--- src/rtl/data_mem_responder.sv ---
// data_mem_responder
//   Data-side memory responder for the pipelined core. Stores are posted into a
//   small circular write buffer and drained to a slow single-port SRAM over a
//   req/ack handshake. Loads are answered from the buffer when the word is
//   present there. Otherwise the FSM performs an SRAM read and Stall is held
//   until the data is returned.
//
// Ports
//   clk         core clock, rising edge
//   reset       asynchronous, active-low
//   MemWrite    store request
//   MemRead     load request (ignored when MemWrite is also high)
//   DataAdr     byte address, word granularity ([1:0] ignored)
//   WriteData   store data
//   ReadData    load data, valid when MemRead & !Stall
//   Stall       core holds MEM-stage inputs while high
//   sram_req    SRAM request
//   sram_we     SRAM write enable (valid with sram_req)
//   sram_addr   SRAM word address
//   sram_wdata  SRAM write data
//   sram_rdata  SRAM read data, valid with sram_ack
//   sram_ack    one-cycle SRAM completion pulse
//
// FSM states
//   state  | meaning
//   S_IDLE | no SRAM access; pick a load miss first, else drain the buffer
//   S_WR   | writing the head buffer entry to SRAM, waiting for ack
//   S_RD   | reading the missed load word from SRAM, waiting for ack
//   S_RESP | one cycle presenting the SRAM read data to the core
module data_mem_responder #(
  parameter int WB_DEPTH = 4,
  parameter int DATA_W   = 32,
  parameter int SRAM_AW  = 30
) (
  input  logic               clk,
  input  logic               reset,
  input  logic               MemWrite,
  input  logic               MemRead,
  input  logic [31:0]        DataAdr,
  input  logic [DATA_W-1:0]  WriteData,
  output logic [DATA_W-1:0]  ReadData,
  output logic               Stall,
  output logic               sram_req,
  output logic               sram_we,
  output logic [SRAM_AW-1:0] sram_addr,
  output logic [DATA_W-1:0]  sram_wdata,
  input  logic [DATA_W-1:0]  sram_rdata,
  input  logic               sram_ack
);

  localparam int PTR_W = $clog2(WB_DEPTH);
  localparam int CNT_W = PTR_W + 1;

  typedef enum logic [1:0] {
    S_IDLE = 2'd0,
    S_WR   = 2'd1,
    S_RD   = 2'd2,
    S_RESP = 2'd3
  } state_t;

  state_t             r_state;
  logic [PTR_W-1:0]   r_head;
  logic [PTR_W-1:0]   r_tail;
  logic [CNT_W-1:0]   r_count;
  logic [SRAM_AW-1:0] r_wb_addr [WB_DEPTH];
  logic [DATA_W-1:0]  r_wb_data [WB_DEPTH];
  logic [DATA_W-1:0]  r_rd_data;
  logic               r_sram_req;
  logic               r_sram_we;
  logic [SRAM_AW-1:0] r_sram_addr;
  logic [DATA_W-1:0]  r_sram_wdata;

  logic [SRAM_AW-1:0] w_word_adr;
  logic               w_full;
  logic               w_load;
  logic               w_enq;
  logic               w_deq;
  logic               w_hit;
  logic [DATA_W-1:0]  w_hit_data;
  logic [PTR_W-1:0]   w_scan_idx;
  logic               w_unused_adr;

  assign w_word_adr   = DataAdr[SRAM_AW+1:2];
  assign w_unused_adr = &{1'b0, DataAdr[1:0]};
  assign w_full       = (r_count == CNT_W'(WB_DEPTH));
  // A simultaneous load and store is treated purely as a store.
  assign w_load       = MemRead & ~MemWrite;
  assign w_enq        = MemWrite & ~w_full;
  assign w_deq        = (r_state == S_WR) & sram_ack;

  // Scan from oldest to newest so the newest matching entry overrides older ones.
  always_comb begin
    w_hit      = 1'b0;
    w_hit_data = '0;
    w_scan_idx = '0;
    for (int i = 0; i < WB_DEPTH; i++) begin
      w_scan_idx = r_head + PTR_W'(i);
      if ((CNT_W'(i) < r_count) && (r_wb_addr[w_scan_idx] == w_word_adr)) begin
        w_hit      = 1'b1;
        w_hit_data = r_wb_data[w_scan_idx];
      end
    end
  end

  assign Stall    = (MemWrite & w_full) | (w_load & ~w_hit & (r_state != S_RESP));
  assign ReadData = !w_load ? '0 : (w_hit ? w_hit_data : r_rd_data);

  assign sram_req   = r_sram_req;
  assign sram_we    = r_sram_we;
  assign sram_addr  = r_sram_addr;
  assign sram_wdata = r_sram_wdata;

  // Buffer payload needs no reset: entries are only visible through r_count.
  always_ff @(posedge clk) begin
    if (w_enq) begin
      r_wb_addr[r_tail] <= w_word_adr;
      r_wb_data[r_tail] <= WriteData;
    end
  end

  always_ff @(posedge clk or negedge reset) begin
    if (!reset) begin
      r_head  <= '0;
      r_tail  <= '0;
      r_count <= '0;
    end else begin
      if (w_enq) r_tail <= r_tail + PTR_W'(1);
      if (w_deq) r_head <= r_head + PTR_W'(1);
      case ({w_enq, w_deq})
        2'b10:   r_count <= r_count + CNT_W'(1);
        2'b01:   r_count <= r_count - CNT_W'(1);
        default: r_count <= r_count;
      endcase
    end
  end

  // SRAM outputs are loaded on the transition into WR/RD; the core holds
  // DataAdr stable while stalled, so capturing it once is sufficient.
  always_ff @(posedge clk or negedge reset) begin
    if (!reset) begin
      r_state      <= S_IDLE;
      r_rd_data    <= '0;
      r_sram_req   <= 1'b0;
      r_sram_we    <= 1'b0;
      r_sram_addr  <= '0;
      r_sram_wdata <= '0;
    end else begin
      case (r_state)
        S_IDLE: begin
          if (w_load && !w_hit) begin
            r_state     <= S_RD;
            r_sram_req  <= 1'b1;
            r_sram_we   <= 1'b0;
            r_sram_addr <= w_word_adr;
          end else if (r_count != '0) begin
            r_state      <= S_WR;
            r_sram_req   <= 1'b1;
            r_sram_we    <= 1'b1;
            r_sram_addr  <= r_wb_addr[r_head];
            r_sram_wdata <= r_wb_data[r_head];
          end
        end
        S_WR: begin
          if (sram_ack) begin
            r_state    <= S_IDLE;
            r_sram_req <= 1'b0;
            r_sram_we  <= 1'b0;
          end
        end
        S_RD: begin
          if (sram_ack) begin
            r_state    <= S_RESP;
            r_rd_data  <= sram_rdata;
            r_sram_req <= 1'b0;
          end
        end
        default: begin
          r_state <= S_IDLE;
        end
      endcase
    end
  end

endmodule

--- config.mk ---
export PLATFORM = sky130hd
export DESIGN_NAME = data_mem_responder
export DESIGN_NICKNAME = d
export VERILOG_FILES = /design/src/rtl/data_mem_responder.sv
export SDC_FILE = /design/constraint.sdc
export NUM_CORES = 1
export LEC_CHECK = 0
export CAP_MARGIN = 15
export CORE_ASPECT_RATIO = 1.1
export CORE_MARGIN = 4
export CORE_UTILIZATION = 43
export CTS_BUF_LIST = sky130_fd_sc_hd__clkbuf_2
export CTS_CLUSTER_SIZE = 12
export DETAILED_ROUTE_END_ITERATION = 6
export GPL_ROUTABILITY_DRIVEN = 0
export SLEW_MARGIN = 30
export SYNTH_ARGS = -nofsm -noshare
export SYNTH_HDL_FRONTEND = slang
export SYNTH_SLANG_ARGS = --single-unit
--- constraint.sdc ---
create_clock -name clk -period 10.2 [get_ports clk]
set_clock_uncertainty 0.15 [all_clocks]
set_input_delay 2.55 -clock clk [delete_from_list [all_inputs] [get_ports clk]]
set_output_delay 2.55 -clock clk [all_outputs]
set_load 0.01 [all_outputs]
Word level (Yosys, flattened, before mapping)
Memory sizes are Yosys's and may differ from the RTL's.
Cells that the tools add are included.
Cells by class
  $add $sub $neg: 6
  order comparisons: 4
  eq/ne operators: 14
  mux-type cells: 26
  bitwise operators: 11
  reduce and logical (&&, ||, !) cells: 19
Operators by type and width (number)
  $mux W32: 6
  $eq A30 B30 Y1: 4
  $mux W30: 2
  $reduce_and A3 Y1: 4
  $mux W1: 10
  $mux W2: 4
  $reduce_bool A2 Y1: 4
  $and A1 B1 Y1: 6
  $lt A1 B3 Y1 const A: 2
  $lt A2 B3 Y1 const A: 2
  $ne A2 B2 Y1 const B: 3
  $pmux W2 S3: 1
  $pmux W3 S2: 1
  $logic_and A1 B1 Y1: 5
  $add A2 B1 Y2 const B: 2
  $add A2 B2 Y2 const B: 2
  $eq A2 B1 Y1 const B: 2
  $eq A2 B2 Y1 const B: 2
  $not A1 Y1: 4
  $pmux W1 S2: 2
  $reduce_and A2 Y1: 2
  $add A3 B1 Y3 const B: 1
  $eq A3 B3 Y1 const B: 1
  $ne A3 B3 Y1 const B: 1
  other kinds (7): 7
Storage, ports and cells
  register bits after elaboration: 105
  memory bits (writable): 248
  input bits: 101
  logic and storage cells: 91
  memories kept: 2
Memory list
  r_wb_data: depth 4, width 32, rd ports 4, clocked after memory_dff 0, write ports 1, line 66  | logic [DATA_W-1:0] r_wb_data [WB_DEPTH];
  r_wb_addr: depth 4, width 30, rd ports 4, clocked after memory_dff 0, write ports 1, line 65  | logic [SRAM_AW-1:0] r_wb_addr [WB_DEPTH];

Logic depth before layout (Yosys ltp)
An unclocked memory read counts as a cell.
  word-level depth: 11
  mapped depth: 16
  mapped depth without buffers: 10

Least setup slack after synthesis
OpenSTA, ideal clock, no wires.
  path kind: input-to-output
  start point: input port DataAdr[4]
  end point: output port ReadData[0]
  data arrival time: 5.019 ns
  data required time: 7.500 ns
  slack: 2.481 ns
  cell stages on the path: 10
  cells stage by stage: clkbuf_1 xnor2_1 or4b_2 a222oi_1 and2_1 and3_1 clkbuf_1 clkbuf_1 a221oi_1 a21oi_1
On the way
  cells in the longest elaborated chain, start to end: 8
  elaborated cells on any way between the ends: 18
  classes of those cells: 4 x eq/ne; 10 x mux; 4 x reduce/logical
Ends and longest elaborated chain
  start: declaration: line 39  | input logic [31:0] DataAdr,
  $eq A30 B30 Y1: line 98  | if ((CNT_W'(i) < r_count) && (r_wb_addr[w_scan_idx] == w_word_adr)) begin
  $logic_and A1 B1 Y1: line 98
  $mux W32 / $mux W1 (equally long branches) (4 in series): line 98
  $mux W32 (*) (2 in series): line 106  | assign ReadData = !w_load ? '0 : (w_hit ? w_hit_data : r_rd_data);
  end: declaration: line 41  | output logic [DATA_W-1:0] ReadData,
Mark *: on every way between the ends. The rest lies on a longest branch, timed or not.

Final worst setup path
  start point: input port DataAdr[16]
  end point: output port ReadData[10]
Same word-level chain as after synthesis.

==> impl_metrics.json <==
{
  "synth_sequential_area_ratio_pct": 46.5,
  "clock.fmax_mhz": 108,
  "drive_gt1_share_pct": 18.3,
  "grt.met1_usage_pct": 30.3,
  "clkPwrFrac_pct": 14.0,
  "core_region_area_sq_um": 49900,
  "critPathCaptureType": "primary output",
  "use_met2_pct": 41.0,
  "global_route.usage.total_pct": 24.5,
  "synth.cell_area_sq_um": 21700,
  "cts.path.max_buffers": 3,
  "row_count": 86,
  "finalHoldViolations": 0,
  "synthesis.yosys.warnings": 0,
  "tritoncts_num_sinks": 353,
  "p_leak_uw": 0.00909,
  "layout.nets": 2137,
  "grt_first_pass_wirelength_um": 103000,
  "whs_ns": 0.348,
  "crit_path_max_fanout": 66,
  "totalNegativeSetupSlack_ns": 0,
  "arrival_ns": 6.59,
  "dieArea_sq_um": 54000,
  "layout.cells.most_common_list": "248 x sky130_fd_sc_hd__edfxtp_1, 200 x sky130_fd_sc_hd__mux2i_1, 194 x sky130_fd_sc_hd__clkdlybuf4s50_1",
  "postSynthRegisterBits": 353,
  "use_met3_pct": 6.10,
  "totalWireLength_um": 68100,
  "cts_root_buffer": "sky130_fd_sc_hd__clkbuf_2",
  "numPortBuffers": 195,
  "postCtsResizedCells": 0,
  "ant_nets": 0,
  "mostFrequentLayoutCell": "sky130_fd_sc_hd__edfxtp_1",
  "per_cell_via_count_in_the_routed_design": 6.10,
  "post-route-period-util_pct": 91.1,
  "drt-initial-drc-count": 1588,
  "internal_power_uw": 4130,
  "net-switching-power_uw": 3100,
  "ir_drop_mv": 0.155,
  "worstMarginPinSlew_ns": 1.00,
  "grt_pass1_vias": 17047,
  "filler_cell_count": 4538,
  "antenna_violations_before_repair": 7,
  "worstPathRequired_ns": 7.50,
  "setup.worst_path.class": "in2out",
  "power.density_nw_per_um2": 290,
  "cts_hold_buf": 0,
  "floorplan.io_pins": 198,
  "tritoncts": "built",
  "drv_slew": 0,
  "combinationalPowerShare_pct": 54.3,
  "postCtsSetupRepairBufs": 0,
  "timing.final.ws_setup_ns": 0.908,
  "cts_inserted_buffers": 93,
  "multiInputGateArea_sq_um": 10700,
  "power.switching_fraction_pct": 42.9,
  "post_synth_inst_count": 1841,
  "hpwl_um": 46200,
  "startpoint_type": "input pin",
  "drt-wirelength-per-cell_um": 24.6,
  "synthArstFlopShare_pct": 29.7,
  "grt_busiest_layer": "met2",
  "die_h_um": 243,
  "post-place-ws_ns": 1.04,
  "slew-limit-headroom_pct": 33.2,
  "syn-num-nets": 1955,
  "insertion_delay_of_the_later_clocked_pin_in_the_worst_skew_pair_ns": 1.08,
  "drt_pass1_iterations": 7,
  "setup_viol_count_final": 0,
  "synth-main-ff-cell": "sky130_fd_sc_hd__edfxtp_1",
  "final-seq-area_sq_um": 10100,
  "seq_power_share_pct": 31.7,
  "hold_path.class": "reg2reg",
  "outcome": "completed",
  "synth_cell_type_count": 84,
  "grt_start_max_net_pins": 100,
  "dr_total_vias": 16877,
  "max_cap_viol_count": 0,
  "synth_edf_count": 248,
  "syn2layout_area_growth_pct": 15.2,
  "fin_crit_ns": 9.29,
  "drc_errors": 0,
  "grt_setup_unrepaired": "false",
  "deepest_level_of_the_cts_h_tree": 3,
  "die_width_um": 222,
  "finish.utilization_pct": 50.0,
  "syn_avg_cell_area_sq_um": 11.8,
  "path_clk_slew_ns": 0.09,
  "overflow": 0,
  "starting_utilization_of_the_core_area_pct": 43.4
}
worst max-delay path, stage by stage:
cell	delay, ns
sky130_fd_sc_hd__clkdlybuf4s50_1	0.73
sky130_fd_sc_hd__xor2_1	0.37
sky130_fd_sc_hd__nor4b_1	0.73
sky130_fd_sc_hd__o221ai_1	0.26
sky130_fd_sc_hd__nor4_1	0.28
sky130_fd_sc_hd__nand2_2	0.08
sky130_fd_sc_hd__buf_4	0.35
sky130_fd_sc_hd__o21ai_0	0.17
sky130_fd_sc_hd__a221oi_1	0.07
sky130_fd_sc_hd__a21oi_1	0.33
sky130_fd_sc_hd__clkdlybuf4s50_1	0.61
cells in the mapped netlist (all sizes together), types with 6 or more instances:
library cell / number / area, sq um
a21oi: 185 / 937
nand2: 88 / 333
nor3: 13 / 70.1
and3: 10 / 62.6
a22oi: 12 / 90.1
inv: 19 / 71.3
nand3: 18 / 90.1
mux2: 118 / 1330
o21ai: 94 / 470
buf: 61 / 449
nor4: 18 / 113
edfxtp: 248 / 7450
and2: 9 / 57.6
a211oi: 35 / 263
nor2b: 35 / 219
nor2: 96 / 360
nand4: 23 / 144
dfrtp: 105 / 2630
or2: 6 / 37.5
o2111ai: 8 / 70.1
mux2i: 200 / 2000
clkbuf: 92 / 440
xor2: 11 / 96.3
o211ai: 7 / 52.6
ha: 13 / 163
a221oi: 41 / 359
xnor2: 84 / 736
o221a: 24 / 270
mux4: 62 / 1440
nand2b: 15 / 93.8
or3: 16 / 110
o22ai: 11 / 82.6
flip-flops by register name, indices dropped and copies added (netlist names):
| name | flops |
|---|---|
| r_wb_data | 128 |
| r_wb_addr | 120 |
| r_rd_data | 32 |
| sram_wdata | 32 |
| sram_addr | 30 |
| r_count | 3 |
| r_head | 2 |
| r_state | 2 |
| r_tail | 2 |
| sram_req | 1 |
| sram_we | 1 |
routing by layer:
metal / part of all wire [%] / up-vias
met5: 0.018 / -
met3: 8.3 / 169
li1: - / 7566
met4: 4.1 / 2
met2: 48 / 753
met1: 39 / 8387
final timing paths:
| check | from | end | slack (ns) | cells past startpoint |
|---|---|---|---|---|
| worst max-delay path | DataAdr[16] | ReadData[10] | 0.91 | 11 |
| worst min-delay path | sram_wdata[24] | sram_wdata[24] | 0.35 | 1 |
| worst max register to register | r_head[0] | sram_wdata[4] | 4.22 | 14 |
| worst min register to register | sram_wdata[24] | sram_wdata[24] | 0.35 | 1 |
| max in group asynchronous | reset | sram_addr[9] | 6.99 | 2 |
| min in group asynchronous | reset | sram_addr[21] | 1.41 | 1 |
per-stage QoR:
stage / instance area (sq um) / power [uW] / cells
2_1_floorplan: 21700 / 5010 / 1841
3_3_place_gp: 24000 / 6100 / 2585
3_5_place_dp: 24000 / 6190 / 2587
4_1_cts: 24900 / 7240 / 2760
5_1_grt: 24900 / 7690 / 2765
6_report: 24900 / 7230 / 2768
final cells by class:
| type | instances | area share (%) |
|---|---|---|
| multi-input cells | 1316 | 42.8 |
| flip-flops and latches | 353 | 40.4 |
| repair buffers | 240 | 9.59 |
| well taps | 660 | 3.31 |
| clock buffers | 134 | 2.69 |
| clock inverters | 39 | 0.853 |
| inverters | 19 | 0.286 |
| diodes | 7 | 0.0702 |
cells by family (layout without fill, tap and decap cells):
kind of cell | Yosys count | in the layout | synth area share, %
XOR/XNOR | 95 | 95 | 3.84
multiplexers | 380 | 380 | 22.0
buffers and inverters | 172 | 432 | 4.44
other | 0 | 7 | 0
adder cells (fa/ha/maj) | 13 | 13 | 0.751
AO/OA/AOI/OAI | 467 | 467 | 14.0
AND/OR/NAND/NOR | 361 | 361 | 8.41
flip-flops | 353 | 353 | 46.5
power by group through the flow:
stage	clock network, uW	registers, uW	logic, uW
4_1_cts	1060	2320	3870
3_5_place_dp	0	2350	3840
6_report	1010	2290	3930
3_3_place_gp	0	2330	3770
5_1_grt	1140	2340	4210
2_1_floorplan	0	2240	2780
Note: power is estimated with default switching activity, not from simulation.
